`src/rtl/twiddle_addr_sched.sv`:
```
// ---------------------------------------------------------------------------
// twiddle_addr_sched
//   Address scheduler for the 384-entry twiddle ROM (rom_384) for one FFT
//   stage pass. On an accepted start it issues N addresses
//   k = (n * 2^stage) mod N for n = 0..N-1, one per unstalled cycle. The
//   modulo is kept incremental, so no multiplier or divider is needed. A
//   last/done marker is delayed to line up with the ROM's output word for
//   n = N-1.
//
// Ports
//   clk       clock, all logic on the rising edge
//   rst       synchronous reset, active-high
//   start     begin a pass (only honoured while idle and not busy)
//   stage     stage index, sampled together with start
//   stall     downstream hold: no address is issued this cycle (RUN only)
//   rom_num   ROM address (to din_num); holds its value while rom_vld=0
//   rom_vld   ROM address valid (to din_vld)
//   last_out  high while the ROM presents the last word of the pass
//   done      1-cycle pulse, identical to last_out
//   busy      pass in progress (RUN or DRAIN)
//   err       1-cycle pulse: start seen with stage > MAX_STAGE
// ---------------------------------------------------------------------------
module twiddle_addr_sched #(
  parameter int N         = 384,
  parameter int A_WIDTH   = 9,
  parameter int S_WIDTH   = 3,
  parameter int MAX_STAGE = 7,
  parameter int ROM_LAT   = 1
) (
  input  logic               clk,
  input  logic               rst,
  input  logic               start,
  input  logic [S_WIDTH-1:0] stage,
  input  logic               stall,
  output logic [A_WIDTH-1:0] rom_num,
  output logic               rom_vld,
  output logic               last_out,
  output logic               done,
  output logic               busy,
  output logic               err
);

  localparam int CNT_W = $clog2(ROM_LAT + 1);
  localparam logic [A_WIDTH:0]   N_EXT   = (A_WIDTH+1)'(N);
  localparam logic [A_WIDTH-1:0] N_LAST  = A_WIDTH'(N - 1);
  localparam logic [S_WIDTH:0]   MAX_EXT = (S_WIDTH+1)'(MAX_STAGE);

  typedef enum logic [1:0] {IDLE, RUN, DRAIN} state_t;

  state_t             state_reg;
  logic [A_WIDTH-1:0] n_reg;
  logic [A_WIDTH-1:0] k_reg;
  logic [A_WIDTH:0]   stride_reg;
  logic [A_WIDTH-1:0] rom_num_reg;
  logic               rom_vld_reg;
  logic               busy_reg;
  logic               err_reg;
  logic               issue_last_reg;
  logic [CNT_W-1:0]   drain_cnt_reg;
  logic [ROM_LAT-1:0] last_pipe_reg;

  logic [A_WIDTH:0]   k_sum;
  logic [A_WIDTH:0]   k_wrap;
  logic [A_WIDTH-1:0] k_next;
  logic               stage_ok;

  // Next address: one conditional subtract is enough since stride < N and
  // k < N, so k + stride < 2N. The sum carries one extra bit.
  always_comb begin
    k_sum    = {1'b0, k_reg} + stride_reg;
    k_wrap   = k_sum - N_EXT;
    k_next   = (k_sum >= N_EXT) ? k_wrap[A_WIDTH-1:0] : k_sum[A_WIDTH-1:0];
    stage_ok = ({1'b0, stage} <= MAX_EXT);
  end

  // Control FSM with registered outputs. DRAIN covers the cycle holding the
  // final address plus the ROM_LAT cycles that follow it. busy therefore
  // stays high through the done cycle and drops on the next cycle.
  always_ff @(posedge clk) begin
    if (rst) begin
      state_reg      <= IDLE;
      n_reg          <= '0;
      k_reg          <= '0;
      stride_reg     <= '0;
      rom_num_reg    <= '0;
      rom_vld_reg    <= 1'b0;
      busy_reg       <= 1'b0;
      err_reg        <= 1'b0;
      issue_last_reg <= 1'b0;
      drain_cnt_reg  <= '0;
    end else begin
      rom_vld_reg    <= 1'b0;
      issue_last_reg <= 1'b0;
      err_reg        <= 1'b0;
      case (state_reg)
        IDLE: begin
          busy_reg <= 1'b0;
          if (start) begin
            if (stage_ok) begin
              stride_reg <= (A_WIDTH+1)'(1) << stage;
              n_reg      <= '0;
              k_reg      <= '0;
              busy_reg   <= 1'b1;
              state_reg  <= RUN;
            end else begin
              err_reg <= 1'b1;
            end
          end
        end
        RUN: begin
          if (!stall) begin
            rom_vld_reg <= 1'b1;
            rom_num_reg <= k_reg;
            n_reg       <= n_reg + A_WIDTH'(1);
            k_reg       <= k_next;
            if (n_reg == N_LAST) begin
              issue_last_reg <= 1'b1;
              drain_cnt_reg  <= '0;
              n_reg          <= '0;
              state_reg      <= DRAIN;
            end
          end
        end
        DRAIN: begin
          // The ROM cannot be held, so stall has no effect here.
          if (drain_cnt_reg == CNT_W'(ROM_LAT)) begin
            busy_reg  <= 1'b0;
            state_reg <= IDLE;
          end else begin
            drain_cnt_reg <= drain_cnt_reg + CNT_W'(1);
          end
        end
        default: begin
          busy_reg  <= 1'b0;
          state_reg <= IDLE;
        end
      endcase
    end
  end

  // Last-word marker delayed by the ROM latency so it coincides with the
  // ROM's dout_vld for address n = N-1. Reset flushes any flag in flight.
  genvar gi;
  generate
    for (gi = 0; gi < ROM_LAT; gi++) begin : g_last_pipe
      if (gi == 0) begin : g_head
        always_ff @(posedge clk) begin
          if (rst) last_pipe_reg[gi] <= 1'b0;
          else     last_pipe_reg[gi] <= issue_last_reg;
        end
      end else begin : g_tail
        always_ff @(posedge clk) begin
          if (rst) last_pipe_reg[gi] <= 1'b0;
          else     last_pipe_reg[gi] <= last_pipe_reg[gi-1];
        end
      end
    end
  endgenerate

  assign rom_num  = rom_num_reg;
  assign rom_vld  = rom_vld_reg;
  assign last_out = last_pipe_reg[ROM_LAT-1];
  assign done     = last_pipe_reg[ROM_LAT-1];
  assign busy     = busy_reg;
  assign err      = err_reg;

endmodule

```
`config.mk`:
```
export PLATFORM = sky130hd
export DESIGN_NAME = twiddle_addr_sched
export DESIGN_NICKNAME = d
export VERILOG_FILES = /design/src/rtl/twiddle_addr_sched.sv
export SDC_FILE = /design/constraint.sdc
export NUM_CORES = 1
export LEC_CHECK = 0
export CORE_MARGIN = 2
export CORE_UTILIZATION = 23
export CTS_CLUSTER_DIAMETER = 150
export CTS_CLUSTER_SIZE = 14
export DETAILED_ROUTE_END_ITERATION = 7
export SETUP_SLACK_MARGIN = 0.05
export SLEW_MARGIN = 20
export SYNTH_ARGS = -nofsm -noshare
export SYNTH_HDL_FRONTEND = slang
export SYNTH_SLANG_ARGS = --single-unit
```
`constraint.sdc`:
```
create_clock -name clk -period 2.6 [get_ports clk]
set_input_delay 0.26 -clock clk [delete_from_list [all_inputs] [get_ports clk]]
set_output_delay 0.26 -clock clk [all_outputs]
set_load 0.01 [all_outputs]
```
# == Word level (Yosys, flattened, before mapping) ==
# Cells that the tools add are included.
# op_classes
shifts,1
addsub,4
n_reduce_logical,11
eq_ne,7
n_bitwise,2
magnitude_cmp,1
div_mod_pow,0
multipliers,0
muxes,21
# ops
op,n
2-to-1 mux 9 bit,5
one-hot mux 9 bit (2 select lines),2
adder 9 x 10 -> 10 bit,1
>= comparator 10 x 9 -> 1 bit (second input constant),1
left shift 1 x 3 -> 10 bit (first input constant),1
adder 9 x 1 -> 9 bit (second input constant),1
equality test 9 bit (second input constant),1
subtractor 9 bit (second input constant),1
2-to-1 mux 2 bit,4
inequality test 2 bit (second input constant),4
2-to-1 mux 1 bit,7
one-hot mux 2 bit (3 select lines),1
AND reduction 2 bit,3
AND reduction 3 bit,2
AND reduction 4 bit,1
nonzero test 2 bit,2
one-hot mux 1 bit (3 select lines),1
OR reduction 3 bit,1
equality test 2 x 1 -> 1 bit (second input constant),1
equality test 2 bit (second input constant),1
zero test 2 bit,1
NOT 1 bit,2
one-hot mux 1 bit (2 select lines),1
OR reduction 2 bit,1
adder 1 bit (second input constant),1
# totals
ramBits,0
romBits,0
wordCells,57
memories,0
latch_bits,0
inputBits,7
ff_bits,44

# == Depth between registers and ports, before layout ==
# Gate-level depths: netlist of run 1.
# logic_depth
depth_word,5
depth_mapped,7
ltp_nobuf,7

# == Worst setup path after synthesis of run 1 ==
# No wires, ideal clock.
# synth_timing
path_type,register -> register
from,reg k_reg[0]
to,reg k_reg[8]
arrival_ns,1.750
path_buffers,0
path_stages_with_launch,8
setup_time_ns,0.122
path_slack_ns,0.728
required_time_ns,2.478
period_less_slack_ns,1.872
cell_sequence,dfxtp_1 -> ha_1 -> fa_1 -> a211oi_1 -> o211ai_1 -> a21o_1 -> a32oi_1 -> o21ai_1
# synth_via
elab_chain_cells,5
# synth_lines
item,line_no,source
start: declaration,52,logic [A_WIDTH-1:0] k_reg;
start signal: assignment,115,k_reg <= k_next;
adder 9 x 10 -> 10 bit (*),70,"k_sum = {1'b0, k_reg} + stride_reg;"
subtractor 9 bit / >= comparator 10 x 9 -> 1 bit (equally long branches),"71, 72",
2-to-1 mux 9 bit (*),72,k_next = (k_sum >= N_EXT) ? k_wrap[A_WIDTH-1:0] : k_sum[A_WIDTH-1:0];
2-to-1 mux 9 bit (*),111,if (!stall) begin
one-hot mux 9 bit (2 select lines) (*),95,case (state_reg)
# Mark *: on every way between the ends. The rest lies on a longest branch, timed or not. The select of a mux whose other input is x is not followed.
# A chain may end at the register's enable or synchronous reset.

# == Worst setup path after layout of run 1 ==
# Ends and elaborated chain as after synthesis.

==> results of run 1 <==
==> layout by cell type (no fill, tap or decap), types with 4 or more instances in the layout <==
cell type and instances:
nor2b_1 4, nand3_1 7, buf_4 4, clkbuf_8 5, o21ai_1 5, xor2_1 4, a21o_1 4, o211ai_1 6
nand2_1 31, nand2b_1 4, a22o_1 5, nor2_1 19, nor4b_1 4, ha_1 9, xnor2_1 5, a21oi_1 31
clkdlybuf4s50_1 19, dfxtp_1 42, nor3_1 7
==> kinds of logic (layout without fill, tap and decap cells) <==
group,count (synthesis),in the layout
muxes,3,3
adders and majority gates,10,10
other,1,1
DFF,42,42
xor gates and xnor gates,9,9
buffers and inverters,17,33
AOI/OAI and AO/OA,65,65
and+or+nand+nor,94,94
==> power groups by stage <==
stage / Sequential, mW / Combinational (mW) / Clock [mW]
3_5_place_dp: 0.670 / 0.0911 / 0
4_1_cts: 0.655 / 0.0914 / 0.529
5_1_grt: 0.656 / 0.101 / 0.551
3_3_place_gp: 0.670 / 0.0904 / 0
2_1_floorplan: 0.670 / 0.0614 / 0
6_report: 0.655 / 0.0908 / 0.511
==> worst max-delay path by stage <==
stage / to / slack (ps) / cells past startpoint
floorplan: k_reg[8]$_SDFFE_PP0P_ / 730 / 7
global placement: k_reg[8]$_SDFFE_PP0P_ / 610 / 7
detailed placement: k_reg[8]$_SDFFE_PP0P_ / 590 / 7
CTS: k_reg[8]$_SDFFE_PP0P_ / 580 / 7
global route: k_reg[8]$_SDFFE_PP0P_ / 360 / 7
finish: k_reg[8]$_SDFFE_PP0P_ / 570 / 7
==> final cells by class <==
class / instances / area (µm²)
multi-input combinational: 182 / 1130
fill: 967 / 6230
inverter: 2 / 7.51
sequential: 42 / 841
clock buffer: 5 / 68.8
timing repair buffer: 23 / 220
tap: 108 / 135
clock inverter: 3 / 40.0
==> routing by layer <==
metal	part of all wire, %	vias up	global-route usage, %
li1	-	878	-
met1	50	784	13.3
met2	44	37	15.5
met3	4.8	5	2.98
met4	1.2	0	3.16
met5	0	-	0
==> metrics by stage <==
step	hold WS [ps]	instances
final	441	365
after global routing	468	365
after CTS	451	365
after detailed placement	433	357
after global placement	421	357
after floorplan	414	241
==> worst max-delay path, stage by stage, from the launching register on <==
cell	delay, ps
dfxtp_1	330
ha_1	240
fa_1	430
a211oi_1	270
o211ai_1	190
a21o_1	190
a32oi_1	170
o21ai_1	90
==> run metrics, run 1 <==
core region area 0.00868 mm²; Req. time, crit path 2790 ps; largest net degree at the start of global routing 21; multiplexer area fraction after synthesis 1.46%; slew margin rel. 58.3%; Logic pwr share 7.2%; worst reg2reg path startpoint k_reg[0]$_SDFFE_PP0P_; hpwl dp 3240 µm; top-count cell post-synth dfxtp_1; Final setup violation count 0; Warnings, synthesis 0; # diodes 0; total CTS buffers 5; max-slew violations 0; All-Layer GR Usage 9.96%; Setup CP Type flop to flop; P_int 966 µW; R2R cell count 7; Final #Nets 273; Peak supply drop 0.000199 V; clock latency at the later pin of the worst-skew pair 300 ps; Synth Register Bits 42; post-synthesis adder-cell area fraction 6.45%; vias per inst 4.67; drt wl/cell 12.3 µm; clk slew on worst S/H paths 80 ps; Final Hold Fails 0; Detailed Route WL 4480 µm; worst slew pin tran 625 ps; final clock period utilization by the worst path 77.9%; Die H 98.6 µm; Worst Setup SP k_reg[0]$_SDFFE_PP0P_; nature of the critical path endpoint flop; vias in the first global route 1699; max-cap violation count 0; Async SR Flop Fraction 0%; via count 1704; Peak Freq 494 MHz; floorplan row count 34; hold path depth 1; Final TNS setup 0 ps; total grt overflow 0; status finished, final reports clean; fin crit period 2030 ps; Worst R2R End k_reg[8]$_SDFFE_PP0P_; worst-path fanout max 3; initial antenna violation count 0; Mapped Cells 241; synth top area cells dfxtp_1 (41%), a21oi_1 (7.5%), nand2_1 (5.7%); XOR/XNOR share of the synthesized area 3.83%; CTS tree built; worst hold path class flop to flop; largest family of logic cells by synthesized area simple AND/OR/NAND/NOR gates; Yosys top cell area share 40.9%; Cell variety after synth 46; Final Wtd Congestion 0.775; worst slack at placement 589 ps; Post-Layout Inst Area 0.00245 mm²; mapped cell area 0.00206 mm²; Sequential Power Share 52.1%; CTS Hold Bufs 0; PortBufs 19; # IOs 21; clock share of power 40.7%; drc violations 0; WP data arrival 2210 ps; sw frac 23.1%; starting density of the core 23.7%; pwr/cell area 514 mW/mm²; final core utilization 28.2%; Post-Synth Simple-Gate Area 23.3%; post_cts resized 0; antenna violation net count after detailed routing 0; 1st-iter DRT viols 82; Mapped Avg Cell Area 8.54 µm²; Synth Net Count 258; die area 0.00972 mm²; Area growth syn-to-layout 18.9%; post-synthesis compound-gate area fraction 19.9%; RSZ-0062 raised after global routing no; clock skew 6.00 ps; root buf cell clkbuf_8; # H-tree levels 2; register area share after synthesis 40.9%; R2R setup slack 570 ps; Worst Hold End done$_SDFF_PP0_; first-pass GRT wire length 8020 µm; P_sw 291 µW; Sink Count 42; top post-synthesis cells by count dfxtp_1 (42), a21oi_1 (31), nand2_1 (31), nor2_1 (19), ha_1 (9); Setup WS post-layout 575 ps; Tot Pwr 1.26 mW; DR pass1 iterations 4; startpoint types flop; dominant cell type by area after synthesis dfxtp_1; total placed instance area 0.00234 mm²; clock tree buffer depth 2; Leakage 0.909 nW; HP Start issue_last_reg$_SDFF_PP0_; Top FF cell, synth dfxtp_1; EDFF count, synth 0; Setup Buffers After CTS 0; share of cells above drive strength 1 7.78%; Die W 98.6 µm
Power figures use the tool's default switching activity.
==> run 2, diff against run 1 <==
==> constraint.sdc (replaced) <==
create_clock -name clk -period 1.6 [get_ports clk]
set_input_delay 0.16 -clock clk [delete_from_list [all_inputs] [get_ports clk]]
set_output_delay 0.16 -clock clk [all_outputs]
set_load 0.01 [all_outputs]
==> run metrics, run 2 (synthesis results as in run 1) <==
# IOs 21 (unchanged); worst-path fanout max 3 (unchanged); nature of the critical path endpoint flop; CTS tree built; area of the multi-input gates 0.00123 mm² (+8.6%); commonest non-fill, non-tap cells in the layout buf_4 (55), dfxtp_1 (36), a21oi_1 (30), nand2_1 (30), clkdlybuf4s50_1 (19); vias per inst 4.58 (-2.0%); die area 0.00972 mm² (unchanged); # H-tree levels 2 (unchanged); Tot Pwr 1.95 mW (+55%); clock tree buffer depth 2 (unchanged); 1st-iter DRT viols 83 (+1.2%); R2R cell count 7 (unchanged); Final Hold Fails 0 (unchanged); Peak supply drop 0.000286 V (+44%); drt wl/cell 11.7 µm (-4.3%); Sink Count 42 (unchanged); hpwl dp 3550 µm (+9.8%); # diodes 0 (unchanged); largest net degree at the start of global routing 28 (+33%); DR pass1 iterations 4 (unchanged); top layer in use met4; Peak Freq 549 MHz (+11%); root buf cell clkbuf_8; total placed instance area 0.00274 mm² (+17%); total grt overflow 0 (unchanged); via count 1908 (+12%); Die H 98.6 µm (unchanged); core region area 0.00868 mm² (unchanged); Final Wtd Congestion 0.822 (+6.1%); final clock period utilization by the worst path 114% (+36 points); commonest non-fill, non-tap cell in the layout buf_4; wl on met1 2360 µm (+4.9%); clock latency at the later pin of the worst-skew pair 290 ps (about the same); initial antenna violation count 0 (unchanged); Fillers 920 (-4.9%); worst slack at placement -193 ps (-782 ps); Post-Layout Inst Area 0.00296 mm² (+21%); RSZ-0062 raised after global routing yes; floorplan row count 34 (unchanged); Area growth syn-to-layout 43.9%; pwr/cell area 659 mW/mm² (+28%); WP data arrival 2000 ps (-210 ps); clk slew on worst S/H paths 70 ps (about the same); worst hold path class flop to flop; first-pass GRT wire length 8120 µm (+1.2%); Final setup violation count 5 (+5); fin crit period 1820 ps (-203 ps); Reg area 848 µm² (+0.89%); Die W 98.6 µm (unchanged); drc violations 0 (unchanged); Setup CP Type flop to flop; antenna violation net count after detailed routing 0 (unchanged); PortBufs 19 (unchanged); max-slew violations 0 (unchanged); max-cap violation count 0 (unchanged); clock skew 2.81 ps (-3.19 ps); total CTS buffers 5 (unchanged); Final #Nets 327 (+20%); All-Layer GR Usage 9.97% (about the same); starting density of the core 23.7% (unchanged); share of cells above drive strength 1 30.4% (+23 points); Worst path slowest cell or3_1; CTS Hold Bufs 0 (unchanged); failing checks setup timing; vias in the first global route 1810 (+6.5%); status complete, but fails checks; met2 wire length 2270 µm (+16%); met3 wire length 208 µm (-2.8%); crit-path cells ha_1, a211oi_2, buf_4, or3_1, nand4_1, mux2i_1, o21ai_1; Leakage 1.19 nW (+31%); Setup WS post-layout -222 ps (-797 ps); hold path depth 1 (unchanged); Detailed Route WL 4900 µm (+9.3%); max incr delay on CP 370 ps (-60 ps); startpoint types flop; Req. time, crit path 1780 ps (-1010 ps)
==> run 2: changes by cell type in the layout (fill, tap and decap cells not counted), moves of 3 or more <==
cell	change
nor2_1	-3
nor4b_2	+3
buf_4	+51
nor2_2	+3
dfxtp_1	-6
nor4b_1	-3
dfxtp_2	+6
==> run 2: path summary, 6_finish.rpt <==
check	start	slack, ps	to
setup / recovery	k_reg[1]$_SDFFE_PP0P_	-220	k_reg[8]$_SDFFE_PP0P_
hold / removal	issue_last_reg$_SDFF_PP0_	450	done$_SDFF_PP0_
setup reg to reg	k_reg[1]$_SDFFE_PP0P_	-220	k_reg[8]$_SDFFE_PP0P_
hold reg to reg	issue_last_reg$_SDFF_PP0_	450	done$_SDFF_PP0_
==> run 2: critical path, delay by kind of cell (launching register included) <==
kind | cells | cell delay, ps
and+or+nand+nor | 2 | 550
DFF | 1 | 350
adders and majority gates | 1 | 320
muxes | 1 | 210
AOI/OAI and AO/OA | 2 | 150
buffers and inverters | 1 | 140
==> run 2: metal layers <==
metal  GRT usage, %  up-vias
met4           2.85        0
met1           13.2      887
li1               -      986
met3           2.62        4
met5              0        -
met2           16.1       31
==> run 2: what timing repair did <==
| action | 4_1_cts | 5_1_grt |
|---|---|---|
| pin swaps | 15 | 7 |
| buffers inserted | 5 | 2 |
| resized for setup | 12 | 10 |
| setup endpoints to repair | 11 | 16 |
==> run 2: area by class of cell <==
class                   count  area share, %
multi-input cells         182           41.6
flip-flops and latches     42           28.7
repair buffers             77           22.1
well taps                 108           4.57
clock buffers               6           2.79
inverters                   2          0.254
==> run 2: metrics by stage <==
stage / std cells / hold WS, ps / util (%) / TNS (ps)
finish: 417 / 445 / 34.1 / -587
floorplan: 241 / 324 / - / -176
global route: 417 / 452 / 34.1 / -1030
detailed placement: 404 / 426 / 31.5 / -1010
CTS: 415 / 444 / 33.3 / -706
global placement: 404 / 421 / 31.5 / -963
==> run 2: where the power goes <==
group	internal, mW	switching [mW]
Combinational	0.101	0.112
Sequential	1.06	0.00906
Clock	0.333	0.339
==> run 3, diff against run 2 <==
==> constraint.sdc (replaced) <==
create_clock -name clk -period 1.7 [get_ports clk]
set_input_delay 0.17 -clock clk [delete_from_list [all_inputs] [get_ports clk]]
set_output_delay 0.17 -clock clk [all_outputs]
set_load 0.01 [all_outputs]
==> run metrics, run 3 (synthesis results as in run 1) <==
vias per inst 4.62 (+0.91%); CTS tree built; # H-tree levels 2 (unchanged); core region area 0.00868 mm² (unchanged); Setup CP Type flop to flop; Leakage 1.08 nW (-9.7%); commonest non-fill, non-tap cell in the layout buf_4; Sink Count 42 (unchanged); Setup WS post-layout -136 ps (+85.9 ps); Peak supply drop 0.000370 V (+29%); slew margin rel. 63.1%; share of cells above drive strength 1 25.6% (-4.8 points); Fillers 904 (-1.7%); hpwl dp 3730 µm (+5.1%); Final TNS setup -211 ps (+377 ps); total grt overflow 0 (unchanged); clock tree buffer depth 2 (unchanged); WP data arrival 2020 ps (+20 ps); Die H 98.6 µm (unchanged); # diodes 0 (unchanged); area of the multi-input gates 0.00124 mm² (+0.81%); root buf cell clkbuf_8; RSZ-0062 raised after global routing yes; vias in the first global route 1763 (-2.6%); Detailed Route WL 4810 µm (-1.8%); startpoint types flop; starting density of the core 23.7% (unchanged); fin crit period 1840 ps (+14.1 ps); Final Wtd Congestion 0.811 (-1.2%); floorplan row count 34 (unchanged); failing checks setup timing; status complete, but fails checks; nature of the critical path endpoint flop; initial antenna violation count 0 (unchanged); Peak Freq 545 MHz (-0.77%); Final Hold Fails 0 (unchanged); Die W 98.6 µm (unchanged); Req. time, crit path 1880 ps (+100 ps); final core utilization 32.5% (-1.6 points); pwr/cell area 704 mW/mm² (+6.8%); drt wl/cell 12.1 µm (+3.1%); 1st-iter DRT viols 101 (+22%); max-cap violation count 0 (unchanged); worst hold slack 450 ps (+4.13 ps); worst hold path class flop to flop; die area 0.00972 mm² (unchanged); Final setup violation count 3 (-2); commonest non-fill, non-tap cells in the layout buf_4 (37), dfxtp_1 (34), nand2_1 (31); total CTS buffers 5 (unchanged); drc violations 0 (unchanged); Area growth syn-to-layout 37.0%; final clock period utilization by the worst path 108% (-5.9 points); CTS Hold Bufs 0 (unchanged); max-slew violations 0 (unchanged); DR pass1 iterations 5 (+1); clock skew 2.56 ps (-0.253 ps); clock latency at the later pin of the worst-skew pair 290 ps (about the same); largest net degree at the start of global routing 19 (-32%); via count 1833 (-3.9%); Reg area 853 µm² (+0.59%); worst slew pin tran 551 ps; PortBufs 19 (unchanged); Final #Nets 306 (-6.4%); antenna violation net count after detailed routing 0 (unchanged); clk slew on worst S/H paths 80 ps (about the same); worst-path fanout max 3 (unchanged); # IOs 21 (unchanged); All-Layer GR Usage 9.96% (-0.012 points); first-pass GRT wire length 8050 µm (-0.94%)
==> run 3: changes by cell type in the layout (fill, tap and decap cells not counted), sizes merged <==
cell and change:
bufinv +1, buf -21
==> run 3: timing repair <==
| item | 4_1_cts | 5_1_grt |
|---|---|---|
| resized for setup | 12 | 13 |
| setup endpoints to repair | 9 | 9 |
| buffers inserted | 1 | 2 |
| pin swaps | 10 | 10 |
==> run 3: path summary, 6_finish.rpt <==
kind,from,end,slack (ps),depth (start not counted)
worst max register to register,stride_reg[0]$_SDFFE_PP0P_,k_reg[8]$_SDFFE_PP0P_,-140,7
worst min register to register,issue_last_reg$_SDFF_PP0_,done$_SDFF_PP0_,450,1
worst max-delay path,stride_reg[0]$_SDFFE_PP0P_,k_reg[8]$_SDFFE_PP0P_,-140,7
worst min-delay path,issue_last_reg$_SDFF_PP0_,done$_SDFF_PP0_,450,1
==> run 3: stage by stage <==
stage | power (mW) | cell area (µm²) | worst slack, ps | std cells
floorplan | 1.12 | 2070 | -37.3 | 241
global placement | 1.19 | 2570 | -106 | 387
detailed placement | 1.19 | 2570 | -217 | 387
CTS | 2.00 | 2740 | -144 | 395
global route | 2.05 | 2820 | -174 | 397
finish | 1.98 | 2820 | -136 | 397
==> run 3: final cells by class <==
type | count | area share [%]
Clock buffer | 6 | 2.93
Sequential cell | 42 | 30.3
Timing Repair Buffer | 56 | 16.6
Clock inverter | 1 | 1.07
Inverter | 2 | 0.266
Tap cell | 108 | 4.80
Multi-Input combinational cell | 182 | 44.0
==> run 3: worst max-delay path, cell delays in order (launching register included) <==
cell	delay, ps
dfxtp_2	340
ha_4	170
fa_2	370
a211oi_4	220
o211ai_1	170
a21o_1	200
a32oi_1	160
o21ai_1	80
==> run 3: metal layers <==
layer | up-vias | global-route usage (%) | routed length [µm]
met2 | 34 | 16.9 | 2340
li1 | 948 | - | -
met5 | - | 0 | 0
met1 | 844 | 12.5 | 2220
met3 | 7 | 1.84 | 159
met4 | 0 | 3.90 | 91
==> run 3: power by group <==
group / switching, mW / total (mW) / internal [mW]
logic: 0.0953 / 0.172 / 0.0762
clock network: 0.339 / 0.809 / 0.470
registers: 0.00972 / 1.00 / 0.993
